File: config.mk
export PLATFORM = sky130hd
export DESIGN_NAME = network_input_queue
export DESIGN_NICKNAME = d
export VERILOG_FILES = /design/src/rtl/network_input_queue_pkg.sv /design/src/rtl/network_input_queue_ptr_table.sv /design/src/rtl/network_input_queue.sv
export SDC_FILE = /design/constraint.sdc
export NUM_CORES = 1
export LEC_CHECK = 0
export ABC_CLOCK_PERIOD_IN_PS = 5800
export BUFFER_PORTS_ARGS = -buffer_cell sky130_fd_sc_hd__buf_2
export CORE_MARGIN = 3
export CORE_UTILIZATION = 57
export CTS_CLUSTER_SIZE = 12
export DETAILED_ROUTE_END_ITERATION = 6
export HOLD_SLACK_MARGIN = 0.12
export PLACE_DENSITY = 0.76
export SYNTH_ARGS = -nofsm -noshare
export SYNTH_HDL_FRONTEND = slang
export SYNTH_SLANG_ARGS = --single-unit
File: constraint.sdc
create_clock -name i_clk -period 5.8 [get_ports i_clk]
set_input_delay 0.87 -clock i_clk [delete_from_list [all_inputs] [get_ports i_clk]]
set_output_delay 0.87 -clock i_clk [all_outputs]
set_load 0.01 [all_outputs]
File: src/rtl/network_input_queue_pkg.sv
// Shared constants and FSM encoding for the network input queue slice.
// Queue RAM word layout: [56:48] next pointer, [47:0] descriptor.
package network_input_queue_pkg;

    localparam int NQ       = 8;
    localparam int QID_W    = 3;
    localparam int ADDR_W   = 9;
    localparam int DESC_W   = 48;
    localparam int WORD_W   = ADDR_W + DESC_W;
    localparam int HEAD_W   = NQ * ADDR_W;

    typedef enum logic [1:0] {
        IDLE_S  = 2'd0,
        WRITE_S = 2'd1,
        LINK_S  = 2'd2
    } nqi_state_t;

endpackage

File: src/rtl/network_input_queue_ptr_table.sv
// Per-queue head/tail/empty/tail-descriptor state.
// Within a cycle the scheduler's dequeue is applied before the link update.
module nqi_ptr_table
    import network_input_queue_pkg::*;
(
    input  logic                i_clk,
    input  logic                i_rst_n,
    input  logic                i_dequeue,
    input  logic [QID_W-1:0]    iv_dequeue_qid,
    input  logic [ADDR_W-1:0]   iv_dequeue_next,
    input  logic                i_link,
    input  logic [QID_W-1:0]    iv_link_qid,
    input  logic [ADDR_W-1:0]   iv_link_bufid,
    input  logic [DESC_W-1:0]   iv_link_desc,
    output logic                o_link_empty,
    output logic [ADDR_W-1:0]   ov_link_tail,
    output logic [DESC_W-1:0]   ov_link_tail_desc,
    output logic [NQ-1:0]       ov_queue_empty,
    output logic [HEAD_W-1:0]   ov_head_ptr,
    output logic                o_dequeue_err
);

    logic [ADDR_W-1:0] head_q [NQ];
    logic [ADDR_W-1:0] tail_q [NQ];
    logic [DESC_W-1:0] tdesc_q [NQ];
    logic [NQ-1:0]     empty_q;

    logic [ADDR_W-1:0] head_mid [NQ];
    logic [NQ-1:0]     empty_mid;
    logic              err_d;

    logic [ADDR_W-1:0] head_d [NQ];
    logic [ADDR_W-1:0] tail_d [NQ];
    logic [DESC_W-1:0] tdesc_d [NQ];
    logic [NQ-1:0]     empty_d;

    always_comb begin
        head_mid  = head_q;
        empty_mid = empty_q;
        err_d     = 1'b0;
        if (i_dequeue) begin
            if (empty_q[iv_dequeue_qid])
                err_d = 1'b1;
            else if (head_q[iv_dequeue_qid] == tail_q[iv_dequeue_qid])
                empty_mid[iv_dequeue_qid] = 1'b1;
            else
                head_mid[iv_dequeue_qid] = iv_dequeue_next;
        end
    end

    // Link sees the post-dequeue view, so a queue drained this cycle restarts at the new entry.
    assign o_link_empty      = empty_mid[iv_link_qid];
    assign ov_link_tail      = tail_q[iv_link_qid];
    assign ov_link_tail_desc = tdesc_q[iv_link_qid];

    always_comb begin
        head_d  = head_mid;
        empty_d = empty_mid;
        tail_d  = tail_q;
        tdesc_d = tdesc_q;
        if (i_link) begin
            if (empty_mid[iv_link_qid]) begin
                head_d[iv_link_qid]  = iv_link_bufid;
                empty_d[iv_link_qid] = 1'b0;
            end
            tail_d[iv_link_qid]  = iv_link_bufid;
            tdesc_d[iv_link_qid] = iv_link_desc;
        end
    end

    always_ff @(posedge i_clk or negedge i_rst_n) begin
        if (!i_rst_n) begin
            head_q        <= '{default: '0};
            tail_q        <= '{default: '0};
            tdesc_q       <= '{default: '0};
            empty_q       <= '1;
            o_dequeue_err <= 1'b0;
        end else begin
            head_q        <= head_d;
            tail_q        <= tail_d;
            tdesc_q       <= tdesc_d;
            empty_q       <= empty_d;
            o_dequeue_err <= err_d;
        end
    end

    assign ov_queue_empty = empty_q;

    always_comb begin
        ov_head_ptr = '0;
        for (int unsigned q = 0; q < NQ; q++)
            ov_head_ptr[q*ADDR_W +: ADDR_W] = head_q[q[QID_W-1:0]];
    end

endmodule

File: src/rtl/network_input_queue.sv
// Descriptor intake FSM: writes each entry at its buffer ID, then links it
// behind the current tail of its priority queue in the shared queue RAM.
module network_input_queue
    import network_input_queue_pkg::*;
(
    input  logic                i_clk,
    input  logic                i_rst_n,
    input  logic [DESC_W-1:0]   iv_descriptor,
    input  logic [QID_W-1:0]    iv_descriptor_qid,
    input  logic [ADDR_W-1:0]   iv_descriptor_bufid,
    input  logic                i_descriptor_wr,
    output logic                o_descriptor_ready,
    output logic [WORD_W-1:0]   ov_queue_wdata,
    output logic [ADDR_W-1:0]   ov_queue_waddr,
    output logic                o_queue_wr,
    input  logic                i_dequeue,
    input  logic [QID_W-1:0]    iv_dequeue_qid,
    input  logic [ADDR_W-1:0]   iv_dequeue_next,
    output logic [NQ-1:0]       ov_queue_empty,
    output logic [HEAD_W-1:0]   ov_head_ptr,
    output logic                o_dequeue_err
);

    nqi_state_t        state_q, state_d;
    logic [DESC_W-1:0] desc_q;
    logic [QID_W-1:0]  qid_q;
    logic [ADDR_W-1:0] bufid_q;

    logic              ready_d;
    logic              wr_d;
    logic [ADDR_W-1:0] waddr_d;
    logic [WORD_W-1:0] wdata_d;
    logic              link_en;

    logic              link_empty;
    logic [ADDR_W-1:0] link_tail;
    logic [DESC_W-1:0] link_tail_desc;

    nqi_ptr_table u_ptr_table (
        .i_clk             (i_clk),
        .i_rst_n           (i_rst_n),
        .i_dequeue         (i_dequeue),
        .iv_dequeue_qid    (iv_dequeue_qid),
        .iv_dequeue_next   (iv_dequeue_next),
        .i_link            (link_en),
        .iv_link_qid       (qid_q),
        .iv_link_bufid     (bufid_q),
        .iv_link_desc      (desc_q),
        .o_link_empty      (link_empty),
        .ov_link_tail      (link_tail),
        .ov_link_tail_desc (link_tail_desc),
        .ov_queue_empty    (ov_queue_empty),
        .ov_head_ptr       (ov_head_ptr),
        .o_dequeue_err     (o_dequeue_err)
    );

    // Outputs are registered: each state's RAM action appears right after its own clock edge.
    always_comb begin
        state_d = state_q;
        ready_d = 1'b0;
        wr_d    = 1'b0;
        waddr_d = ov_queue_waddr;
        wdata_d = ov_queue_wdata;
        link_en = 1'b0;
        case (state_q)
            IDLE_S: begin
                ready_d = 1'b1;
                if (i_descriptor_wr) begin
                    state_d = WRITE_S;
                    ready_d = 1'b0;
                end
            end
            WRITE_S: begin
                wr_d    = 1'b1;
                waddr_d = bufid_q;
                wdata_d = {{ADDR_W{1'b0}}, desc_q};
                state_d = LINK_S;
            end
            LINK_S: begin
                link_en = 1'b1;
                ready_d = 1'b1;
                state_d = IDLE_S;
                if (!link_empty) begin
                    wr_d    = 1'b1;
                    waddr_d = link_tail;
                    wdata_d = {bufid_q, link_tail_desc};
                end
            end
            default: begin
                ready_d = 1'b1;
                state_d = IDLE_S;
            end
        endcase
    end

    always_ff @(posedge i_clk or negedge i_rst_n) begin
        if (!i_rst_n) begin
            state_q            <= IDLE_S;
            o_descriptor_ready <= 1'b1;
            o_queue_wr         <= 1'b0;
            ov_queue_waddr     <= '0;
            ov_queue_wdata     <= '0;
            desc_q             <= '0;
            qid_q              <= '0;
            bufid_q            <= '0;
        end else begin
            state_q            <= state_d;
            o_descriptor_ready <= ready_d;
            o_queue_wr         <= wr_d;
            ov_queue_waddr     <= waddr_d;
            ov_queue_wdata     <= wdata_d;
            if (state_q == IDLE_S && i_descriptor_wr) begin
                desc_q  <= iv_descriptor;
                qid_q   <= iv_descriptor_qid;
                bufid_q <= iv_descriptor_bufid;
            end
        end
    end

endmodule

* Yosys cells after proc, flatten, opt, wreduce, memory -nomap -nowiden
Index checks and enable logic that the tools add are counted.
** Storage, ports and cells
- Register bits after elaboration :: 667
** Cells by class
- Order comparisons :: 8
- Equality and inequality tests :: 5
- Muxes and demuxes :: 53
- Bitwise logic cells :: 5
- Reductions and logical operators :: 8
** Operator list (count)
- bitwise mux 384 bit :: 1
- two-way mux 72 bit :: 5
- bitwise mux 72 bit :: 3
- binary-select mux 48 bit (select 3 bit) :: 1
- demux 48 bit (select 3 bit) :: 1
- two-way mux 48 bit :: 3
- case mux 57 bit (2 select lines) :: 1
- binary-select mux 9 bit (select 3 bit) :: 3
- two-way mux 9 bit :: 9
- two-way mux 57 bit :: 1
- demux 9 bit (select 3 bit) :: 2
- two-way mux 8 bit :: 5
- case mux 9 bit (2 select lines) :: 1
- equality test 9 bit :: 1
- two-way mux 1 bit :: 9
- bitwise AND 8 bit :: 1
- >= comparator 4 bit, second input constant :: 2
- < comparator 3 x 4 -> 1 bit, second input constant :: 2
- < comparator 4 x 1 -> 1 bit, second input constant :: 2
- inverter 3 -> 4 bit :: 2
- inverter 8 bit :: 1
- OR 8 bit :: 1
- binary-select mux 1 bit (select 3 bit) :: 2
- demux 1 bit (select 3 bit) :: 2
- 11 further kinds :: 18

* Logic depth before layout (Yosys ltp)
Gate-level depths: netlist of run 1.
- Word-level depth :: 12
- Gate-level depth with buffers :: 14
- Gate-level depth less buffers :: 9

* Modules after synthesis
A second synthesis of run 1 with hierarchy kept.
** Second synthesis, totals
- Cell total of the unflattened synthesis :: 2224
- Area total of the unflattened synthesis :: 31032.3 um^2
** By module, submodules not included
- nqi_ptr_table :: instances 1, cells each 1802, area each 24785.0 um^2, seq. area each 13447.9 um^2
- network_input_queue :: instances 1, cells each 422, area each 6247.2 um^2, seq. area each 3254.4 um^2

* Worst setup path before layout of run 1
OpenSTA, ideal clock, no wires.
- Path type :: input port to flip-flop
- Start point :: input port iv_dequeue_qid[1]
- End point :: register u_ptr_table.head_q (netlist bit u_ptr_table.ov_head_ptr[0])
- Data arrival time :: 3500 ps
- Required time :: 5675 ps
- Path slack :: 2175 ps
- Cell stages on the path :: 12
- Path buffers :: 4
- Path through :: buf_4 -> buf_6 -> mux2i_1 -> o32a_1 -> o2111ai_2 -> or4_1 -> o31ai_1 -> o221a_1 -> buf_4 -> and2_1 -> buf_4 -> mux2_2
** RTL lines
- start, declared :: line network_input_queue.sv:17 : input logic [QID_W-1:0] iv_dequeue_qid,
- end signal, assigned :: line network_input_queue_ptr_table.sv:73 : head_q <= '{default: '0};
- end signal, assigned :: line network_input_queue_ptr_table.sv:79 : head_q <= head_d;
- end, declared :: line network_input_queue_ptr_table.sv:23 : logic [ADDR_W-1:0] head_q [NQ];

==> impl_metrics.py, run 1 <==
metrics = {
    "floorplanning": {
        "ios": 225,
        "dieArea_um2": 58990,
        "row_count": 86,
        "fp.dieW_um": 242.9,
        "die_h_um": 242.9,
        "start_util_pct": 57.83,
        "core_um2": 55310,
    },
    "placed_design": {
        "dp.cells": 3209,
        "place_area_um2": 33680,
        "place_congestion": 0.8810,
        "portBuffers": 224,
        "dp_hpwl_um": 53380,
    },
    "timing": {
        "period_minus_slack_ps": 4644,
        "hold_viol": 0,
        "slew_headroom_pct": 21.69,
        "finalClockSkew_ps": 24.63,
        "slew_viol_final": 0,
        "setup_violations": 0,
        "finalSetupTns_ps": 0,
        "fmax_ghz": 0.2153,
        "grt_setup_unrepaired": "false",
        "worst_pin_slew_ps": 1173,
        "period_share_pct": 80.07,
    },
    "routing": {
        "drc": 0,
        "vias_per_cell": 6.498,
        "ant_nets": 0,
        "first_pass_iters": 5,
        "wire_per_inst_um": 26.83,
        "vias": 21650,
        "drtIter0Drc": 1529,
        "wl_um": 89390,
    },
    "clock_tree": {
        "path_clk_slew_ps": 60,
        "cts-resized-gates": 0,
        "cts_max_level": 3,
        "cts_max_path_buffers": 3,
        "cts_tree": "built",
        "cts_num_sinks": 667,
        "post-cts-setup-buffer-count": 0,
        "numCtsBuffers": 71,
        "ctsHoldBuffers": 0,
        "cts-root-buf": "clkbuf_16",
        "clk_latency_ps": 610,
    },
    "worst_setup_path": {
        "criticalPathCategory": "primary input to flip-flop",
        "rr_startpoint": "u_ptr_table.ov_head_ptr[35]$_DFF_PN0_",
        "cp-startpoint": "iv_dequeue_qid[1]",
        "cp-end-kind": "flip-flop",
        "start_kind": "primary input",
        "worstPathRequired_ps": 6270,
        "arrival_ps": 5110,
        "path_max_fanout": 40,
    },
    "synth": {
        "syn-mean-instance-area_um2": 13.15,
        "async_reset_ff_share_pct": 100.0,
        "synth_edf_count": 0,
        "synth_common_cells": "dfrtp_1 (658), mux2_2 (658), clkbuf_1 (137)",
        "synth_top_cell_area_share_pct": 51.48,
        "postSynthCellCount": 2432,
        "synth_seq_cells": 667,
        "synth_top_area_cell": "dfrtp_1",
        "syn_area_um2": 31990,
        "yosys_warnings": 0,
        "ys_seq_area_share_pct": 52.22,
        "syn_nets": 2511,
        "ys_types": 66,
        "synth-main-ff-cell": "dfrtp_1",
        "synthTopCellsByArea": "dfrtp_1 (51%), mux2_2 (23%), mux4_2 (4.2%)",
    },
    "cells_and_area": {
        "final_cells": 3332,
        "layout.nets": 2613,
        "fin_util_pct": 65.04,
        "area_growth_pct": 12.46,
        "stdcell_area_um2": 35970,
        "antenna_cells": 0,
        "drive_gt1_share_pct": 45.16,
    },
    "min_path": {
        "hold_class": "primary input to async pin",
    },
    "global_routing": {
        "grt_pass1_wl_um": 138000,
        "grt_use_total_pct": 30.23,
        "grt_overflow_total": 0,
        "antenna_found_initial": 1,
        "grt_pass1_vias": 22790,
        "grt_max_degree": 158,
    },
    "power_and_ir_drop": {
        "p_per_area_nw_per_um2": 626.1,
        "leakage_nw": 16.17,
        "ir_drop_mv": 0.3798,
    },
    "run_status": {
        "outcome": "complete, no violations",
    },
    "run": {
        "drv_cap": 0,
    },
}
worst max-delay path, cell delays in order:
cell and delay (ps):
buf_2 820, inv_2 280, mux2i_1 240, o32ai_1 140, a2111oi_2 420, nand4_4 290, o41ai_2 570, o221a_1 450
and2_1 600, mux2_2 410
per-layer routing:
layer	vias to the layer above	track usage, %	part of all wire (%)
met2	950	49.18	48
met4	0	12.67	4.0
met3	199	5.126	7.0
met1	11320	40.59	41
met5	-	0	0
li1	9180	-	-
cells in the final DEF (no fill, tap or decap), types with 59 or more instances in the layout:
cell       Yosys  layout
dfrtp_1      658     655
mux4_2        59      59
mux2i_1       72      72
nor2_1        66      63
nand2_1       90      86
mux2_2       658     658
a221oi_1      90      90
clkbuf_16      0      76
buf_2         15     223
a21oi_1       96      96
kinds of logic (layout without fill, tap and decap cells):
| kind of cell | count (synthesis) | in the layout | share of synthesized area (%) |
|---|---|---|---|
| compound gates | 385 | 385 | 9.607 |
| mux | 789 | 789 | 29.57 |
| fa+ha+maj | 3 | 3 | 0.1174 |
| flops | 667 | 667 | 52.22 |
| simple gates | 264 | 264 | 3.947 |
| xor+xnor | 25 | 25 | 0.6846 |
| buf+inv | 299 | 451 | 3.853 |
through the flow:
stage          setup WS (ps)  power (mW)  hold slack [ps]
2_1_floorplan           2175       14.81            473.7
3_3_place_gp           750.2       17.42            481.0
6_report                1156       22.52            344.8
3_5_place_dp           617.0       17.96            487.1
4_1_cts                 1241       22.51            360.8
5_1_grt                930.9       23.69            396.5
registers in the layout, indices dropped and copies added, names as in the netlist, 2 cells and up:
register	flops
u_ptr_table.tail_q	72
ov_queue_waddr	9
u_ptr_table.ov_head_ptr	72
u_ptr_table.ov_queue_empty	8
ov_queue_wdata	57
bufid_q	9
state_q	2
qid_q	3
u_ptr_table.tdesc_q	384
desc_q	48
area by class of cell:
| cell class | instances | area [um2] |
|---|---|---|
| well taps | 748 | 935.9 |
| repair buffers | 273 | 1612 |
| clock inverters | 8 | 82.58 |
| fillers | 4040 | 19340 |
| flip-flops and latches | 667 | 16710 |
| clock buffers | 115 | 2208 |
| multi-input cells | 1466 | 14210 |
| inverters | 55 | 207.7 |
final timing paths:
check                                                              to  slack [ps]  depth (start not counted)
worst max-delay path             u_ptr_table.ov_head_ptr[7]$_DFF_PN0_        1160                         10
max in group asynchronous         u_ptr_table.tdesc_q[88]$_DFFE_PN0P_        4100                          2
worst min register to register    u_ptr_table.tdesc_q[82]$_DFFE_PN0P_         500                          1
min in group i_clk                             desc_q[24]$_DFFE_PN0P_         490                          2
worst max register to register   u_ptr_table.ov_head_ptr[7]$_DFF_PN0_        1820                          9
worst min-delay path            u_ptr_table.ov_head_ptr[51]$_DFF_PN0_         340                          1
power breakdown:
group	switching [mW]	internal, mW
Combinational	4.49	4.42
Clock	1.84	2.64
Sequential	2.22	6.91
Total	8.55	14.0
(Power assumes the default switching activity.)
==> run 2: changes to the inputs <==
--- a/config.mk
+++ b/config.mk
@@ -5,14 +5,14 @@
 export SDC_FILE = /design/constraint.sdc
 export NUM_CORES = 1
 export LEC_CHECK = 0
-export ABC_CLOCK_PERIOD_IN_PS = 5800
+export ABC_CLOCK_PERIOD_IN_PS = 3700
 export BUFFER_PORTS_ARGS = -buffer_cell sky130_fd_sc_hd__buf_2
 export CORE_MARGIN = 3
-export CORE_UTILIZATION = 57
+export CORE_UTILIZATION = 55
 export CTS_CLUSTER_SIZE = 12
 export DETAILED_ROUTE_END_ITERATION = 6
 export HOLD_SLACK_MARGIN = 0.12
-export PLACE_DENSITY = 0.76
+export PLACE_DENSITY = 0.77
 export SYNTH_ARGS = -nofsm -noshare
 export SYNTH_HDL_FRONTEND = slang
 export SYNTH_SLANG_ARGS = --single-unit
==> constraint.sdc (replaced) <==
create_clock -name i_clk -period 3.7 [get_ports i_clk]
set_input_delay 0.555 -clock i_clk [delete_from_list [all_inputs] [get_ports i_clk]]
set_output_delay 0.555 -clock i_clk [all_outputs]
set_load 0.01 [all_outputs]
==> run 2 against run 1 <==
  * Worst hold slack lost 180 ps
  * First-iteration DRC count grew 18%
  * Core utilization is essentially flat
  * Register-to-register slack lost 1500 ps
  * Critical path depth grew 3
  * Cell area grew 2.9%
  * Clock power grew 63%
  * Via count grew 2.7%
  * Critical path type unchanged
  * Largest cell class unchanged
  * Highest routed layer unchanged
==> impl_metrics.py, run 2 (synthesis gave the netlist of run 1 again) <==
metrics = {
    "clock_tree": {
        "numCtsBuffers": 73,
        "clk_latency_ps": 630,
        "cts_max_path_buffers": 3,
        "post-cts-setup-buffer-count": 0,
        "path_clk_slew_ps": 60,
        "cts_num_sinks": 667,
        "cts-root-buf": "clkbuf_16",
        "cts_tree": "built",
        "cts_max_level": 3,
    },
    "cells_and_area": {
        "largest_register_ffs": 384,
        "layout_common_cells": "mux2_2 (658), dfrtp_1 (655), buf_2 (222), a21oi_1 (96), buf_4 (91)",
        "final.fill_count": 4109,
        "layout.nets": 2692,
        "layout_commonest_cell": "mux2_2",
        "drive_gt1_share_pct": 46.96,
        "area_growth_pct": 15.70,
        "top_register": "u_ptr_table.tdesc_q",
    },
    "min_path": {
        "hold_class": "primary input to flip-flop",
        "min_path_cells": 2,
        "hold_end": "desc_q[30]$_DFFE_PN0P_",
        "hp-start": "iv_descriptor[30]",
    },
    "timing": {
        "grt_setup_unrepaired": "false",
        "slew_viol_final": 0,
        "slew_headroom_pct": 22.26,
        "period_minus_slack_ps": 3437,
        "finalClockSkew_ps": 30.57,
        "fin_ws_ps": 262.8,
        "setup_violations": 0,
        "finalSetupTns_ps": 0,
        "period_share_pct": 92.90,
        "worst_pin_slew_ps": 1160,
        "hold_viol": 0,
        "fmax_ghz": 0.2909,
    },
    "routing": {
        "drtIter0Drc": 1803,
        "vias": 22240,
        "drc": 0,
        "wire_per_inst_um": 27.01,
        "vias_per_cell": 6.495,
        "wl_um": 92480,
        "ant_nets": 0,
        "first_pass_iters": 5,
    },
    "placed_design": {
        "place_congestion": 0.9378,
        "dp_hpwl_um": 57090,
        "place_ws_ps": -450.0,
        "portBuffers": 224,
    },
    "global_routing": {
        "antenna_found_initial": 2,
        "grt_pass1_vias": 23310,
        "grt_max_degree": 112,
        "grt_use_total_pct": 30.45,
        "grt_overflow_total": 0,
        "grt_pass1_wl_um": 141700,
    },
    "power_and_ir_drop": {
        "ir_drop_mv": 0.6803,
        "leakage_nw": 16.72,
        "p_per_area_nw_per_um2": 977.1,
    },
    "worst_setup_path": {
        "start_kind": "primary input",
        "criticalPathCategory": "primary input to flip-flop",
        "worstPathRequired_ps": 4190,
        "rr_startpoint": "u_ptr_table.ov_head_ptr[6]$_DFF_PN0_",
        "arrival_ps": 3930,
        "rr_worst_depth": 12,
        "path_max_fanout": 15,
        "r2r_setup_slack_ps": 300,
        "r2r_end": "ov_queue_wdata[19]$_DFFE_PN0P_",
        "cp-end-kind": "flip-flop",
    },
    "floorplanning": {
        "ios": 225,
        "dieArea_um2": 61090,
        "start_util_pct": 56.18,
        "die_h_um": 247.2,
        "core_um2": 56930,
        "row_count": 87,
        "fp.dieW_um": 247.2,
    },
    "run_status": {
        "outcome": "complete, no violations",
    },
    "run": {
        "drv_cap": 0,
    },
}
run 2: cell count changes in the layout (fill, tap and decap cells not counted), sizes merged:
cell / before / now
buf: 273 / 348
clkbuf: 115 / 118
diode: 0 / 2
inv: 55 / 57
bufinv: 1 / 2
dlygate4sd3: 0 / 1
run 2: power breakdown:
part / leakage (nW) / switching [mW] / internal [mW]
logic: 7.22 / 7.26 / 7.30
clock network: 1.18 / 2.95 / 4.34
registers: 8.32 / 3.46 / 10.8
total: 16.7 / 13.7 / 22.5
run 2: critical path, stage by stage:
cell and delay [ps]:
clkbuf_4 340, buf_4 220, mux4_2 490, a21oi_1 300, xnor2_1 180, nand3_2 230
buf_4 220, nor4_2 290, o221a_1 290, buf_4 160, buf_4 230, a221oi_1 120
o31ai_1 280
run 2: worst max path at each step:
stage                       from                                   end  cells after the start
5_1_grt        iv_dequeue_qid[0]        ov_queue_wdata[19]$_DFFE_PN0P_                     13
2_1_floorplan  iv_dequeue_qid[1]  u_ptr_table.ov_head_ptr[0]$_DFF_PN0_                     12
6_report       iv_dequeue_qid[0]        ov_queue_wdata[19]$_DFFE_PN0P_                     13
3_3_place_gp   iv_dequeue_qid[0]        ov_queue_wdata[47]$_DFFE_PN0P_                     13
3_5_place_dp   iv_dequeue_qid[0]         ov_queue_wdata[4]$_DFFE_PN0P_                     13
4_1_cts        iv_dequeue_qid[0]        ov_queue_wdata[19]$_DFFE_PN0P_                     13
run 2: layout make-up:
class / count / area (um2) / area share, %
Sequential cell: 667 / 16710 / 45.16
Multi-Input combinational cell: 1466 / 14210 / 38.40
Timing Repair Buffer: 350 / 2507 / 6.775
Clock buffer: 117 / 2265 / 6.119
Tap cell: 756 / 945.9 / 2.556
Inverter: 55 / 207.7 / 0.5612
Clock inverter: 11 / 152.6 / 0.4125
Antenna cell: 2 / 5.005 / 0.01352
run 2: repair_timing:
| item | 4_1_cts | 5_1_grt |
|---|---|---|
| resized for setup | 0 | 1 |
| endpoints found under the setup margin | 0 | 29 |
| hold buffers | 1 | 0 |
| endpoints found under the hold margin | 85 | 0 |
run 2: through the flow:
stage          instances  power (mW)  cell area, um2  utilization [%]  hold slack, ps
2_1_floorplan       2432       23.21           31990                -           259.4
3_3_place_gp        3293       27.84           34570            60.73           481.0
3_5_place_dp        3293       28.66           34570            60.73           487.2
4_1_cts             3422       36.05           37000            64.99           132.2
5_1_grt             3422       38.06           37000            65.00           149.3
6_report            3424       36.16           37010            65.01           162.4
run 2: metal layers:
metal	vias up	global-route usage, %	share of wire, %
li1	9330	-	-
met4	0	12.72	3.7
met5	-	0	0
met2	1063	47.85	46
met3	216	5.964	8.4
met1	11630	41.68	41
